--- src/rtl/pmem_arbiter_pkg.sv ---
// Shared types for the physical-memory arbiter: FSM states and the cache line type.
package pmem_arbiter_pkg;

  typedef logic [255:0] cache_line_t;

  typedef enum logic [1:0] {
    IDLE    = 2'd0,
    SERVE_I = 2'd1,
    SERVE_D = 2'd2,
    TURN    = 2'd3
  } arb_state_t;

endpackage

--- src/rtl/pmem_arb_grant.sv ---
// Winner select between I and D requests plus the anti-starvation counter.
module pmem_arb_grant
  import pmem_arbiter_pkg::*;
#(
  parameter bit          D_PRIORITY   = 1'b1,
  parameter int unsigned STARVE_LIMIT = 4
) (
  input  logic clk,
  input  logic rst,
  input  logic arb_en,
  input  logic i_req,
  input  logic d_req,
  output logic win_i,
  output logic win_d
);

  localparam int unsigned CNT_W = (STARVE_LIMIT < 1) ? 1 : $clog2(STARVE_LIMIT + 1);
  localparam logic [CNT_W-1:0] LIMIT = CNT_W'(STARVE_LIMIT);

  logic [CNT_W-1:0] starve_cnt_q, starve_cnt_d;
  logic             fav_req, oth_req, starved, win_fav, win_oth;

  always_comb begin
    fav_req      = D_PRIORITY ? d_req : i_req;
    oth_req      = D_PRIORITY ? i_req : d_req;
    starved      = (starve_cnt_q == LIMIT);
    win_oth      = arb_en && oth_req && (starved || !fav_req);
    win_fav      = arb_en && fav_req && !win_oth;
    starve_cnt_d = starve_cnt_q;
    // Count only favoured wins that actually made the other side wait.
    if (win_oth) begin
      starve_cnt_d = '0;
    end else if (win_fav) begin
      if (!oth_req) begin
        starve_cnt_d = '0;
      end else if (!starved) begin
        starve_cnt_d = starve_cnt_q + CNT_W'(1);
      end
    end
    win_d = D_PRIORITY ? win_fav : win_oth;
    win_i = D_PRIORITY ? win_oth : win_fav;
  end

  always_ff @(posedge clk) begin
    if (rst) begin
      starve_cnt_q <= '0;
    end else begin
      starve_cnt_q <= starve_cnt_d;
    end
  end

endmodule

--- src/rtl/pmem_arbiter.sv ---
// Shares one line-wide memory port between I-cache fills and D-cache fills/write-backs.
//
// state   | meaning
// IDLE    | arbitrate; latch winner's address/op/wdata
// SERVE_I | I-cache fill in flight, mem_read high
// SERVE_D | D-cache fill or write-back in flight
// TURN    | one dead cycle so the served cache drops its request
module pmem_arbiter
  import pmem_arbiter_pkg::*;
#(
  parameter int unsigned S_LINE       = 256,
  parameter int unsigned S_ADDR       = 32,
  parameter bit          D_PRIORITY   = 1'b1,
  parameter int unsigned STARVE_LIMIT = 4
) (
  input  logic              clk,
  input  logic              rst,
  input  logic              i_pmem_read,
  input  logic [S_ADDR-1:0] i_pmem_address,
  output logic [S_LINE-1:0] i_pmem_rdata,
  output logic              i_pmem_resp,
  input  logic              d_pmem_read,
  input  logic              d_pmem_write,
  input  logic [S_ADDR-1:0] d_pmem_address,
  input  logic [S_LINE-1:0] d_pmem_wdata,
  output logic [S_LINE-1:0] d_pmem_rdata,
  output logic              d_pmem_resp,
  output logic              mem_read,
  output logic              mem_write,
  output logic [S_ADDR-1:0] mem_address,
  output logic [S_LINE-1:0] mem_wdata,
  input  logic [S_LINE-1:0] mem_rdata,
  input  logic              mem_resp
);

  arb_state_t        state_q, state_d;
  logic [S_ADDR-1:0] addr_q, addr_d;
  logic [S_LINE-1:0] wdata_q, wdata_d;
  logic              op_write_q, op_write_d;
  logic              arb_en, win_i, win_d;

  pmem_arb_grant #(
    .D_PRIORITY  (D_PRIORITY),
    .STARVE_LIMIT(STARVE_LIMIT)
  ) u_grant (
    .clk   (clk),
    .rst   (rst),
    .arb_en(arb_en),
    .i_req (i_pmem_read),
    .d_req (d_pmem_read | d_pmem_write),
    .win_i (win_i),
    .win_d (win_d)
  );

  always_comb begin
    state_d    = state_q;
    addr_d     = addr_q;
    wdata_d    = wdata_q;
    op_write_d = op_write_q;
    arb_en     = 1'b0;
    case (state_q)
      IDLE: begin
        arb_en = 1'b1;
        // A simultaneous read+write from D is resolved as a write-back.
        if (win_d) begin
          state_d    = SERVE_D;
          addr_d     = d_pmem_address;
          wdata_d    = d_pmem_wdata;
          op_write_d = d_pmem_write;
        end else if (win_i) begin
          state_d    = SERVE_I;
          addr_d     = i_pmem_address;
          op_write_d = 1'b0;
        end
      end
      SERVE_I: if (mem_resp) state_d = TURN;
      SERVE_D: if (mem_resp) state_d = TURN;
      TURN:    state_d = IDLE;
      default: state_d = IDLE;
    endcase
  end

  always_comb begin
    mem_read     = (state_q == SERVE_I) || ((state_q == SERVE_D) && !op_write_q);
    mem_write    = (state_q == SERVE_D) && op_write_q;
    mem_address  = addr_q;
    mem_wdata    = wdata_q;
    i_pmem_resp  = (state_q == SERVE_I) && mem_resp;
    d_pmem_resp  = (state_q == SERVE_D) && mem_resp;
    i_pmem_rdata = i_pmem_resp ? mem_rdata : '0;
    d_pmem_rdata = d_pmem_resp ? mem_rdata : '0;
  end

  always_ff @(posedge clk) begin
    if (rst) begin
      state_q    <= IDLE;
      addr_q     <= '0;
      wdata_q    <= '0;
      op_write_q <= 1'b0;
    end else begin
      state_q    <= state_d;
      addr_q     <= addr_d;
      wdata_q    <= wdata_d;
      op_write_q <= op_write_d;
    end
  end

endmodule

--- config.mk ---
export PLATFORM = sky130hd
export DESIGN_NAME = pmem_arbiter
export DESIGN_NICKNAME = d
export VERILOG_FILES = /design/src/rtl/pmem_arbiter_pkg.sv /design/src/rtl/pmem_arb_grant.sv /design/src/rtl/pmem_arbiter.sv
export SDC_FILE = /design/constraint.sdc
export NUM_CORES = 1
export LEC_CHECK = 0
export BUFFER_PORTS_ARGS = -buffer_cell sky130_fd_sc_hd__buf_2
export CORE_AREA = 2 2 534 536
export CTS_CLUSTER_DIAMETER = 150
export DETAILED_ROUTE_END_ITERATION = 8
export DIE_AREA = 0 0 536 538
export HOLD_SLACK_MARGIN = 0.02
export PLACE_DENSITY_LB_ADDON = 0.25
export SLEW_MARGIN = 5
export SYNTH_ARGS = -nofsm -noshare
export SYNTH_HDL_FRONTEND = slang
export SYNTH_SLANG_ARGS = --single-unit
--- constraint.sdc ---
create_clock -name clk -period 2 [get_ports clk]
set_clock_uncertainty 0.15 [all_clocks]
set_input_delay 0.2 -clock clk [delete_from_list [all_inputs] [get_ports clk]]
set_output_delay 0.2 -clock clk [all_outputs]
set_load 0.005 [all_outputs]
==> results of run 1 <==
-- logic make-up after synthesis --
group           Yosys count  synth area share
compound gates          596            0.2068
buf+inv                 289           0.08084
flops                   294            0.3876
simple gates            848            0.3197
fa+ha+maj                 6          0.004944
-- power by group through the flow --
stage	Clock, mW	Combinational (mW)	Sequential [mW]
after CTS	7.37	16.9	8.36
after detailed placement	0	15.5	8.42
after global placement	0	15.6	8.41
after global routing	7.53	18.7	8.54
final	7.09	17.2	8.34
after floorplan	0	5.28	8.36
-- routing by layer --
metal / vias to the layer above / GRT usage / share of wire
met1: 11810 / 0.1358 / 0.36
met3: 313 / 0.06590 / 0.13
met2: 1507 / 0.2124 / 0.46
met5: - / 0 / 0.00064
li1: 10800 / - / -
met4: 18 / 0.05113 / 0.045
-- metrics by stage --
| step | setup slack, ps | cells | utilization | hold WS, ps |
|---|---|---|---|---|
| after floorplan | 275.3 | 2033 | - | 197.7 |
| after global placement | -150.4 | 7059 | 0.09691 | 302.6 |
| after detailed placement | -109.9 | 7059 | 0.09691 | 310.8 |
| after CTS | -618.2 | 7462 | 0.1145 | 156.5 |
| after global routing | -593.7 | 7541 | 0.1177 | 216.1 |
| final | -548.3 | 7559 | 0.1178 | 230.2 |
-- registers in the layout, indices dropped and copies added, names as in the netlist --
register              count
op_write_q                1
u_grant.starve_cnt_q      3
mem_wdata               256
mem_address              32
state_q                   2
-- area by class of cell --
| cell class | count | area, sq um |
|---|---|---|
| antenna | 75 | 187.7 |
| clock buffer | 61 | 1139 |
| clock inverter | 8 | 105.1 |
| fill | 33170 | 249900 |
| inverter | 6 | 22.52 |
| multi-input combinational | 1450 | 8352 |
| sequential | 294 | 5888 |
| tap | 3762 | 4707 |
| timing repair buffer | 1903 | 12970 |
-- worst max path at each step --
| stage | from | end | slack, ps | depth (start not counted) |
|---|---|---|---|---|
| floorplan | state_q[0]$_SDFFE_PP0P_ | d_pmem_rdata[100] | 280 | 6 |
| global placement | state_q[0]$_SDFFE_PP0P_ | state_q[0]$_SDFFE_PP0P_ | -150 | 6 |
| detailed placement | state_q[0]$_SDFFE_PP0P_ | state_q[0]$_SDFFE_PP0P_ | -110 | 6 |
| CTS | state_q[1]$_SDFFE_PP0P_ | i_pmem_rdata[56] | -620 | 7 |
| global route | state_q[0]$_SDFFE_PP0P_ | i_pmem_rdata[52] | -590 | 7 |
| finish | state_q[0]$_SDFFE_PP0P_ | i_pmem_rdata[56] | -550 | 7 |
-- critical path, stage by stage (launching register included) --
cell	delay, ps
dfxtp_2	330
buf_6	120
ha_4	160
buf_16	150
buf_16	230
buf_12	150
and3_1	200
buf_2	130
-- layout by cell type, fill, tap and decap left out, types with 2 or more instances in the layout --
cell type,count
buf_6,47
clkbuf_4,2
clkbuf_8,8
clkbuf_16,48
nand2_1,3
dfxtp_2,2
buf_12,45
clkinv_2,4
nor2_1,33
bufbuf_16,2
and3_2,6
buf_16,9
o31ai_1,2
a311oi_1,32
and3_1,464
a211oi_1,5
a21oi_1,259
ha_1,4
o21ai_1,5
buf_4,121
and2_4,2
inv_1,4
ha_4,2
diode_2,75
o21ai_0,286
buf_8,11
dfxtp_1,292
inv_2,2
nand3_1,290
dlygate4sd3_1,324
and3_4,43
buf_2,1333
clkbuf_1,14
-- timing repair --
action / CTS / global route
buffers inserted: 4 / 12
gates cloned: 6 / 10
endpoints found under the setup margin: 595 / 764
endpoints found under the hold margin: 292 / 0
hold buffers: 324 / 0
pin swaps: 1 / 2
gates resized for setup: 65 / 106
==> impl_results.md, run 1 <==
* Hold path cells at 4
* Clk slew on worst S/H paths at around 60 ps
* Top Ports at ~1,400
* Post-synth EDFFs at 0
* Syn Area/Cell at ~7.5 sq um
* Critical path arrival at roughly 2200 ps
* Area after DPL at 27,450 sq um
* Primary FF master, synth: dfxtp_1
* Final ANT Viol Nets at 0
* Clock Path Buffers at 3
* Synth Warn # at 0
* Comb power frac at 0.527
* Yosys top cell by area: dfxtp_1
* Clock share of power at 0.217
* Synth Instances at approximately 2,000
* Worst IR Drop VDD at between 0.4 and 0.5 mV
* Max-slew violation count at 0
* Hold WC Path Type: input pin to register
* Overflow after GRT at 0
* RePlAce Congestion at 0.9314
* CTS Buf Count at 39
* Port Buffer Count at approximately 1,400
* Share of layout cells above drive strength 1 at 0.4557
* Pwr Density at ~1000 nW/um^2
* Post-layout nets at ~4,300
* Starting Density at 0.05360
* R2r startpoint: state_q[0]$_SDFFE_PP0P_
* Post-synth top area share at 0.3876
* Hold EP: mem_wdata[230]$_SDFFE_PP0P_
* WP data required at 1650 ps
* Initial antenna violation count at 147
* Worst R2R End: mem_wdata[29]$_SDFFE_PP0P_
* Per-cell routed wire length at roughly 26 microns
* Row count at ~200
* Worst-Skew Late Latency at 600 ps
* CTS H-tree depth at 2
* Violated checks: negative setup slack
* Fin. Hold Viols at 0
* Max-Slew Margin vs Limit at 0.6641
* Final HPWL DP at roughly 170,000 microns
* Hold path start: d_pmem_wdata[230]
* Switching power at 14.20 mW
* MaxCap Viol Count at 0
* Syn Std Cell Area at approximately 15,000 sq um
* R2R depth at 7
* Int Power at between 15 and 20 mW
* Final setup fails at 543
* Fin crit share at 1.274
* Drt drc at 0
* Synth Register Bits at roughly 290
* Die height at approximately 540 microns
* Synth area leaders: dfxtp_1 39%, and3_1 21%, nand3_1 9.6%, o21ai_0 9.4%, a21oi_1 8.5%
* Unrepaired setup endpoints after global routing: true
* Die X at between 500 and 600 microns
* Total core area at between 200,000 and 300,000 sq um
* Final Critical Period at approximately 2500 ps
* TritonCTS clock tree: done
* Area growth syn-to-layout at 119.8%
* Pre-antenna DRT Iters at 5
* Number of global-route vias before repair at roughly 23,000
* Crit start category: register
* Num Clock Sinks at about 290
* Setup TNS at -202,270 ps
* Initial drt markers at between 1,500 and 2,000
* Fin area at between 30,000 and 40,000 sq um
* Sw Share at 0.4352
* Root buf cell: clkbuf_16
* Most frequent cell after synthesis: and3_1
* Cell variety after synth at 31
* Gr usage total at 0.1276
* R2R setup slack at -70 ps
* Max Freq at a little under 400 MHz
* Pin count of the biggest net entering global routing at 72
* Endpoint class of the critical path: output pin
* Via-to-Cell Ratio at approximately 3.2
* Sequential area share after synthesis at 0.3876
* Slew at the pin closest to its max-slew limit at about 500 ps
* Ys async rst share at 0
* Syn Nets at ~2,600
* First-pass GRT wire length at 241,800 microns
* Setup CP Type: register to output pin
* Post-synth top cells: 513 x and3_1, 294 x dfxtp_1, 291 x nand3_1, 286 x o21ai_0, 259 x a21oi_1
* Full die area at ~290,000 sq um
* Worst-path maximum fanout at 18
* Worst Setup Slack, final at -548.3 ps
* Pwr Total at between 30 and 40 mW
* Drt total wl at roughly 200,000 microns
* P_leak at between 15 and 20 nW
* Seq pwr share at 0.256
* Status: finished with violations
* Vias at about 24,000
(Power assumes the default switching activity.)
==> run 2, diff against run 1 <==
--- a/config.mk
+++ b/config.mk
@@ -16,3 +16,4 @@
 export SYNTH_ARGS = -nofsm -noshare
 export SYNTH_HDL_FRONTEND = slang
 export SYNTH_SLANG_ARGS = --single-unit
+export TNS_END_PERCENT = 20
==> constraint.sdc (replaced) <==
create_clock -name clk -period 2.84 [get_ports clk]
set_clock_uncertainty 0.15 [all_clocks]
set_input_delay 0.284 -clock clk [delete_from_list [all_inputs] [get_ports clk]]
set_output_delay 0.284 -clock clk [all_outputs]
set_load 0.005 [all_outputs]
==> run 2 against run 1 <==
The run still ends with negative setup slack left. Power is 32% lower. Count of clock-buffer cells in the layout is 7 lower. Sequential power is 29% lower. First-iteration DRC count is 0.40% lower. Final area is 5.0% lower. Wire length is 1.1% lower. Sequential share of layout area is 0.93 points higher. Cell count is 1.4% lower. Via count is 2.1% lower. Hold slack worse by 150 ps. Highest routed layer unchanged.
==> impl_results.md, run 2 (synthesis results as in run 1) <==
* Post-layout nets at 4,182 (-2.3%)
* Total core area at 283,200 sq um (unchanged)
* Max-slew violation count at 0 (unchanged)
* Hold EP: mem_address[0]$_SDFFE_PP0P_
* Hold path cells at 3 (-1)
* Fin crit share at 1.022
* Full die area at 288,400 sq um (unchanged)
* Die X at 536 microns (unchanged)
* Pre-antenna DRT Iters at 7 (+2)
* Worst IR Drop VDD at 0.6082 mV (+24%)
* CTS H-tree depth at 2 (unchanged)
* Clk slew on worst S/H paths at 70 ps (about the same)
* Critical path's top delay family: buffers and inverters
* Final ANT Viol Nets at 0 (unchanged)
* Worst-path maximum fanout at 48 (+30)
* Crit path depth at 6 (-1)
* Via-to-Cell Ratio at 3.215 (-0.64%)
* Row count at 196 (unchanged)
* Fin. Hold Viols at 0 (unchanged)
* Final setup fails at 24 (-96%)
* Int Power at 12.47 mW (-32%)
* Number of global-route vias before repair at 22,580 (-1.9%)
* Share of layout cells above drive strength 1 at 0.4248 (-0.03088)
* Port Buffer Count at 1,385 (unchanged)
* Vias at 23,950 (-2.1%)
* Area growth syn-to-layout at 108.7%
* Pwr Density at 705.4 nW/um^2 (-28%)
* R2r startpoint: state_q[1]$_SDFFE_PP0P_
* Num Clock Sinks at 294 (unchanged)
* Overflow after GRT at 0 (unchanged)
* Hold WC Path Type: input pin to register
* Setup CP Type: register to output pin
* Worst Setup Slack, final at -62.04 ps (+486.2 ps)
* Seq pwr share at 0.263 (+0.007)
* Final std cells w/o fill at 7,451 (-1.4%)
* Comb power frac at 0.490 (-0.037)
* First-pass GRT wire length at 240,800 microns (-0.42%)
* RePlAce Congestion at 0.9223 (-0.98%)
* R2R depth at 7 (unchanged)
* Max Freq at ~340 MHz
* R2R setup slack at 90 ps (+160 ps)
* Setup TNS at -865.1 ps (+201,400 ps)
* Final Critical Period at just under 3000 ps
* Commonest non-fill, non-tap cells in the layout: 1,380 x buf_2, 512 x and3_1, 331 x dlygate4sd3_1, 294 x dfxtp_1, 290 x nand3_1
* Violated checks: negative setup slack
* Critical path arrival at 2470 ps (+270 ps)
* Starting Density at 0.05360 (unchanged)
* Pin count of the biggest net entering global routing at 84 (+17%)
* CTS Buf Count at 39 (unchanged)
* Gr usage total at 0.1272 (-0.0004535)
* Hold path start: d_pmem_read
* Max-Slew Margin vs Limit at 0.3936 (-0.2705)
* Switching power at 9.884 mW (-30%)
* Root buf cell: clkbuf_16
* Clock Path Buffers at 3 (unchanged)
* Die height at 538 microns (unchanged)
* Clock share of power at 0.247 (+0.030)
* Final HPWL DP at 166,200 microns (-2.4%)
* Endpoint class of the critical path: output pin
* WP data required at 2410 ps (+760 ps)
* Crit start category: register
* Max reg flops at 256 (unchanged)
* CP Cell Sequence: inv_1 -> ha_4 -> buf_12 -> bufbuf_16 -> and3_1 -> buf_2
* Worst R2R End: mem_address[22]$_SDFFE_PP0P_
* Slew at the pin closest to its max-slew limit at 909.6 ps (+405.7 ps)
* MaxCap Viol Count at 0 (unchanged)
* Initial antenna violation count at 152 (+3.4%)
* Per-cell routed wire length at 26.18 microns (+0.31%)
* Drt total wl at 195,100 microns (-1.1%)
* TritonCTS clock tree: done
* Unrepaired setup endpoints after global routing: true
* Top Ports at 1,386 (unchanged)
* Placed Cells incl. Taps at 6,977 (-1.2%)
* WP buf/inv at 4 (-1)
* Worst-Skew Late Latency at 640 ps (+40 ps)
* Drt drc at 0 (unchanged)
* Fillers at 33,270 (+0.29%)
* Initial drt markers at 1,763 (-0.40%)
* Status: finished with violations
* Worst path max stage delay at 420 ps (+90 ps)
* Commonest non-fill, non-tap cell in the layout: buf_2
* P_leak at 16.04 nW (-3.1%)
* Slowest stage cell, crit path: dfxtp_1
* Pwr Total at 22.36 mW (-32%)
* Sw Share at 0.4421 (+0.006944)
## run 2: cell count changes in the layout (fill, tap and decap cells not counted), sizes merged
| cell | previous run | this run |
|---|---|---|
| buf | 1566 | 1466 |
| clkbuf | 72 | 57 |
| diode | 75 | 66 |
| dlygate4sd3 | 324 | 331 |
| bufinv | 1 | 7 |
| bufbuf | 2 | 3 |
| clkinv | 6 | 7 |
| inv | 7 | 8 |
## run 2: worst max-delay path by stage
stage,startpoint,to,slack (ps)
2_1_floorplan,state_q[0]$_SDFFE_PP0P_,d_pmem_rdata[100],1030
3_3_place_gp,state_q[0]$_SDFFE_PP0P_,mem_address[1]$_SDFFE_PP0P_,560
3_5_place_dp,state_q[0]$_SDFFE_PP0P_,mem_address[0]$_SDFFE_PP0P_,560
4_1_cts,state_q[1]$_SDFFE_PP0P_,i_pmem_rdata[226],-40
5_1_grt,state_q[1]$_SDFFE_PP0P_,i_pmem_rdata[219],-90
6_report,state_q[1]$_SDFFE_PP0P_,i_pmem_rdata[24],-60
## run 2: per-stage QoR
stage / area (sq um) / hold slack (ps) / utilization / worst slack (ps)
after floorplan: 15180 / 281.7 / - / 1031
final: 31690 / 80.36 / 0.1119 / -62.04
after global placement: 26610 / 308.8 / 0.09394 / 555.0
after detailed placement: 26610 / 315.0 / 0.09394 / 561.3
after CTS: 31500 / 20.25 / 0.1112 / -39.39
after global routing: 31600 / 78.05 / 0.1116 / -87.71
## run 2: metal layers
| layer | wire [microns] | global-route usage | up-vias |
|---|---|---|---|
| met3 | 23630 | 0.05909 | 316 |
| met1 | 72630 | 0.1408 | 11500 |
| met4 | 8139 | 0.04776 | 12 |
| li1 | - | - | 10570 |
| met2 | 90560 | 0.2112 | 1558 |
| met5 | 87 | 0 | - |
## run 2: repair_timing
item | CTS | global route
buffers inserted | 2 | 0
hold endpoints to repair | 292 | 0
pin swaps | 1 | 0
cloned | 5 | 0
setup endpoints to repair | 92 | 82
hold buffers | 331 | 0
gates resized for setup | 5 | 6
## run 2: area by class of cell
type                            instances  area, sq um  share of cell area
Multi-Input combinational cell       1450         8132              0.2566
Clock inverter                         16        302.8            0.009554
Tap cell                             3762         4707              0.1485
Antenna cell                           66        165.2            0.005211
Timing Repair Buffer                 1803        11420              0.3602
Inverter                                6        22.52           0.0007106
Clock buffer                           54         1062             0.03352
Sequential cell                       294         5886              0.1857
## run 2: worst min-delay path, cell delays in order
cell and delay (ps):
buf_2 170, o31a_2 250, a311oi_1 110
## run 2: power groups by stage
stage,Clock (mW),Sequential (mW),Combinational [mW]
5_1_grt,5.85,6.02,12.0
4_1_cts,5.73,5.90,11.3
2_1_floorplan,0,5.89,3.72
3_5_place_dp,0,5.95,10.2
3_3_place_gp,0,5.95,10.2
6_report,5.52,5.89,11.0
==> run 3, diff against run 2 <==
--- a/config.mk
+++ b/config.mk
@@ -6,10 +6,10 @@
 export NUM_CORES = 1
 export LEC_CHECK = 0
 export BUFFER_PORTS_ARGS = -buffer_cell sky130_fd_sc_hd__buf_2
-export CORE_AREA = 2 2 534 536
+export CORE_AREA = 2 2 548 550
 export CTS_CLUSTER_DIAMETER = 150
 export DETAILED_ROUTE_END_ITERATION = 8
-export DIE_AREA = 0 0 536 538
+export DIE_AREA = 0 0 550 552
 export HOLD_SLACK_MARGIN = 0.02
 export PLACE_DENSITY_LB_ADDON = 0.25
 export SLEW_MARGIN = 5
==> constraint.sdc (replaced) <==
create_clock -name clk -period 2.4 [get_ports clk]
set_clock_uncertainty 0.15 [all_clocks]
set_input_delay 0.24 -clock clk [delete_from_list [all_inputs] [get_ports clk]]
set_output_delay 0.24 -clock clk [all_outputs]
set_load 0.005 [all_outputs]
==> run 3 against run 2 <==
Core utilization grew 0.29 points. Hold slack gained 8.9 ps. Cell count grew 3.9%. Global-route usage grew 0.76 points. The run still ends with negative setup slack left. Setup slack lost 47 ps. Critical path depth is the same. Sequential power grew 17%. Largest power group unchanged. Power grew 25%.
==> impl_results.md, run 3 (synthesis results as in run 1) <==
* Die X at 550 microns (+2.6%)
* Fin area at 34,230 sq um (+8.0%)
* Starting Density at 0.05090 (-0.002700)
* Die height at 552 microns (+2.6%)
* Per-cell routed wire length at 27.96 microns (+6.8%)
* Endpoint class of the critical path: output pin
* Overflow after GRT at 0 (unchanged)
* Via-to-Cell Ratio at 3.189 (-0.78%)
* Area after DPL at 27,120 sq um (+1.9%)
* Drt total wl at 216,400 microns (+11%)
* Worst-Skew Late Latency at 600 ps (-40 ps)
* Hold path start: d_pmem_read
* Initial antenna violation count at 201 (+32%)
* Unrepaired setup endpoints after global routing: true
* Top Ports at 1,386 (unchanged)
* Fin crit share at 1.046
* Slew at the pin closest to its max-slew limit at 495.8 ps (-413.9 ps)
* Port Buffer Count at 1,385 (unchanged)
* Max-slew violation count at 0 (unchanged)
* Final HPWL DP at 184,800 microns (+11%)
* P_leak at 16.34 nW (+1.9%)
* Pin count of the biggest net entering global routing at 110 (+31%)
* Area growth syn-to-layout at 125.4%
* Root buf cell: clkbuf_16
* Initial drt markers at 1,699 (-3.6%)
* Row count at 201 (+2.6%)
* TritonCTS clock tree: done
* Gr usage total at 0.1348 (+0.007591)
* R2R depth at 8 (+1)
* Max-Slew Margin vs Limit at 0.6695 (+0.2759)
* Final ANT Viol Nets at 0 (unchanged)
* Layout Utilization at 0.1148 (+0.002863)
* First-pass GRT wire length at 265,600 microns (+10%)
* Setup CP Type: register to output pin
* Clk slew on worst S/H paths at 60 ps (about the same)
* Commonest non-fill, non-tap cells in the layout: 1,273 x buf_2, 412 x and3_1, 325 x dlygate4sd3_1, 292 x dfxtp_1, 290 x nand3_1
* R2r startpoint: state_q[0]$_SDFFE_PP0P_
* Fillers at 34,850 (+4.8%)
* Vias at 24,690 (+3.1%)
* Hold path cells at 4 (+1)
* Worst slack, placed at 79.16 ps (-482.1 ps)
* Number of global-route vias before repair at 23,390 (+3.6%)
* Critical path arrival at 2120 ps (-350 ps)
* Commonest non-fill, non-tap cell in the layout: buf_2
* Max reg flops at 256 (unchanged)
* Violated checks: negative setup slack
* Hold WC Path Type: input pin to register
* CTS Buf Count at 39 (unchanged)
* WP data required at 2010 ps (-400 ps)
* Final setup fails at 178 (+640%)
* Hold EP: u_grant.starve_cnt_q[1]$_SDFFE_PP0P_
* CTS H-tree depth at 2 (unchanged)
* Pre-antenna DRT Iters at 5 (-2)
* Total core area at 298,300 sq um (+5.3%)
* Status: finished with violations
* Worst R2R End: mem_wdata[6]$_SDFFE_PP0P_
* Worst-path maximum fanout at 35 (-27%)
* RePlAce Congestion at 0.9380 (+1.7%)
* Setup TNS at -5489 ps (-4624 ps)
* Worst IR Drop VDD at 0.5584 mV (-8.2%)
* Hold WS at 89.23 ps (+8.874 ps)
* Max Freq at about 400 MHz
* Drt drc at 0 (unchanged)
* Worst Setup Slack, final at -109.3 ps (-47.25 ps)
* Pwr Density at 818.1 nW/um^2 (+16%)
* Share of layout cells above drive strength 1 at 0.4644 (+0.03958)
* Num Clock Sinks at 294 (unchanged)
* Clock Path Buffers at 3 (unchanged)
* R2R setup slack at 150 ps (+60 ps)
* Crit start category: register
* Full die area at 303,600 sq um (+5.3%)
* Post-layout nets at 4,234 (+1.2%)
* MaxCap Viol Count at 0 (unchanged)
* Fin. Hold Viols at 0 (unchanged)
* Final Critical Period at roughly 2500 ps
run 3: changes by cell type in the layout (fill, tap and decap cells not counted), sizes merged:
cell and delta:
clkinvlp +1, clkinv -1, diode +41, clkbuf +10
dlygate4sd3 -6, bufinv -5, inv +1, buf +55
bufbuf -2
run 3: worst max-delay path by stage:
| stage | to | slack, ps | cells after the start | from |
|---|---|---|---|---|
| after floorplan | d_pmem_rdata[100] | 640 | 6 | state_q[0]$_SDFFE_PP0P_ |
| after global placement | mem_address[0]$_SDFFE_PP0P_ | 60 | 7 | state_q[0]$_SDFFE_PP0P_ |
| after detailed placement | d_pmem_rdata[152] | 80 | 5 | state_q[0]$_SDFFE_PP0P_ |
| after CTS | d_pmem_rdata[151] | -150 | 8 | state_q[0]$_SDFFE_PP0P_ |
| after global routing | i_pmem_rdata[250] | -130 | 6 | state_q[1]$_SDFFE_PP0P_ |
| final | i_pmem_rdata[250] | -110 | 6 | state_q[1]$_SDFFE_PP0P_ |
run 3: report_power, final:
group | total, mW | switching [mW] | internal [mW]
Combinational | 14.8 | 8.99 | 5.84
Sequential | 6.92 | 0.729 | 6.19
Clock | 6.25 | 2.67 | 3.59
run 3: final cells by class:
class | instances | area (sq um) | share of cell area
antenna | 107 | 267.8 | 0.007823
clock buffer | 59 | 1161 | 0.03392
clock inverter | 12 | 160.2 | 0.004679
inverter | 6 | 27.53 | 0.0008042
multi-input combinational | 1450 | 8637 | 0.2523
sequential | 294 | 5893 | 0.1722
tap | 3958 | 4952 | 0.1447
timing repair buffer | 1855 | 13130 | 0.3836
run 3: per-stage QoR:
stage | power [mW] | cells
after detailed placement | 19.39 | 7195
final | 28.00 | 7741
after global placement | 19.38 | 7195
after floorplan | 11.36 | 2033
after global routing | 29.73 | 7723
after CTS | 27.88 | 7619
run 3: layer usage:
| layer | GRT usage | vias to the layer above | share of wire |
|---|---|---|---|
| met2 | 0.2355 | 1673 | 0.48 |
| met5 | 0 | - | 0.00090 |
| met1 | 0.1410 | 11840 | 0.36 |
| li1 | - | 10730 | - |
| met3 | 0.05968 | 422 | 0.11 |
| met4 | 0.05035 | 28 | 0.051 |
run 3: what timing repair did:
item | CTS | global route
buffers inserted | 12 | 9
endpoints found under the hold margin | 294 | 0
pin swaps | 9 | 17
hold buffers | 325 | 0
gates cloned | 16 | 8
gates resized for setup | 186 | 134
setup endpoints to repair | 505 | 458
run 3: critical path, stage by stage (launching register included):
cell,delay [ps]
dfxtp_4,380
inv_4,50
ha_4,150
buf_12,150
buf_16,170
and3_4,330
buf_6,120
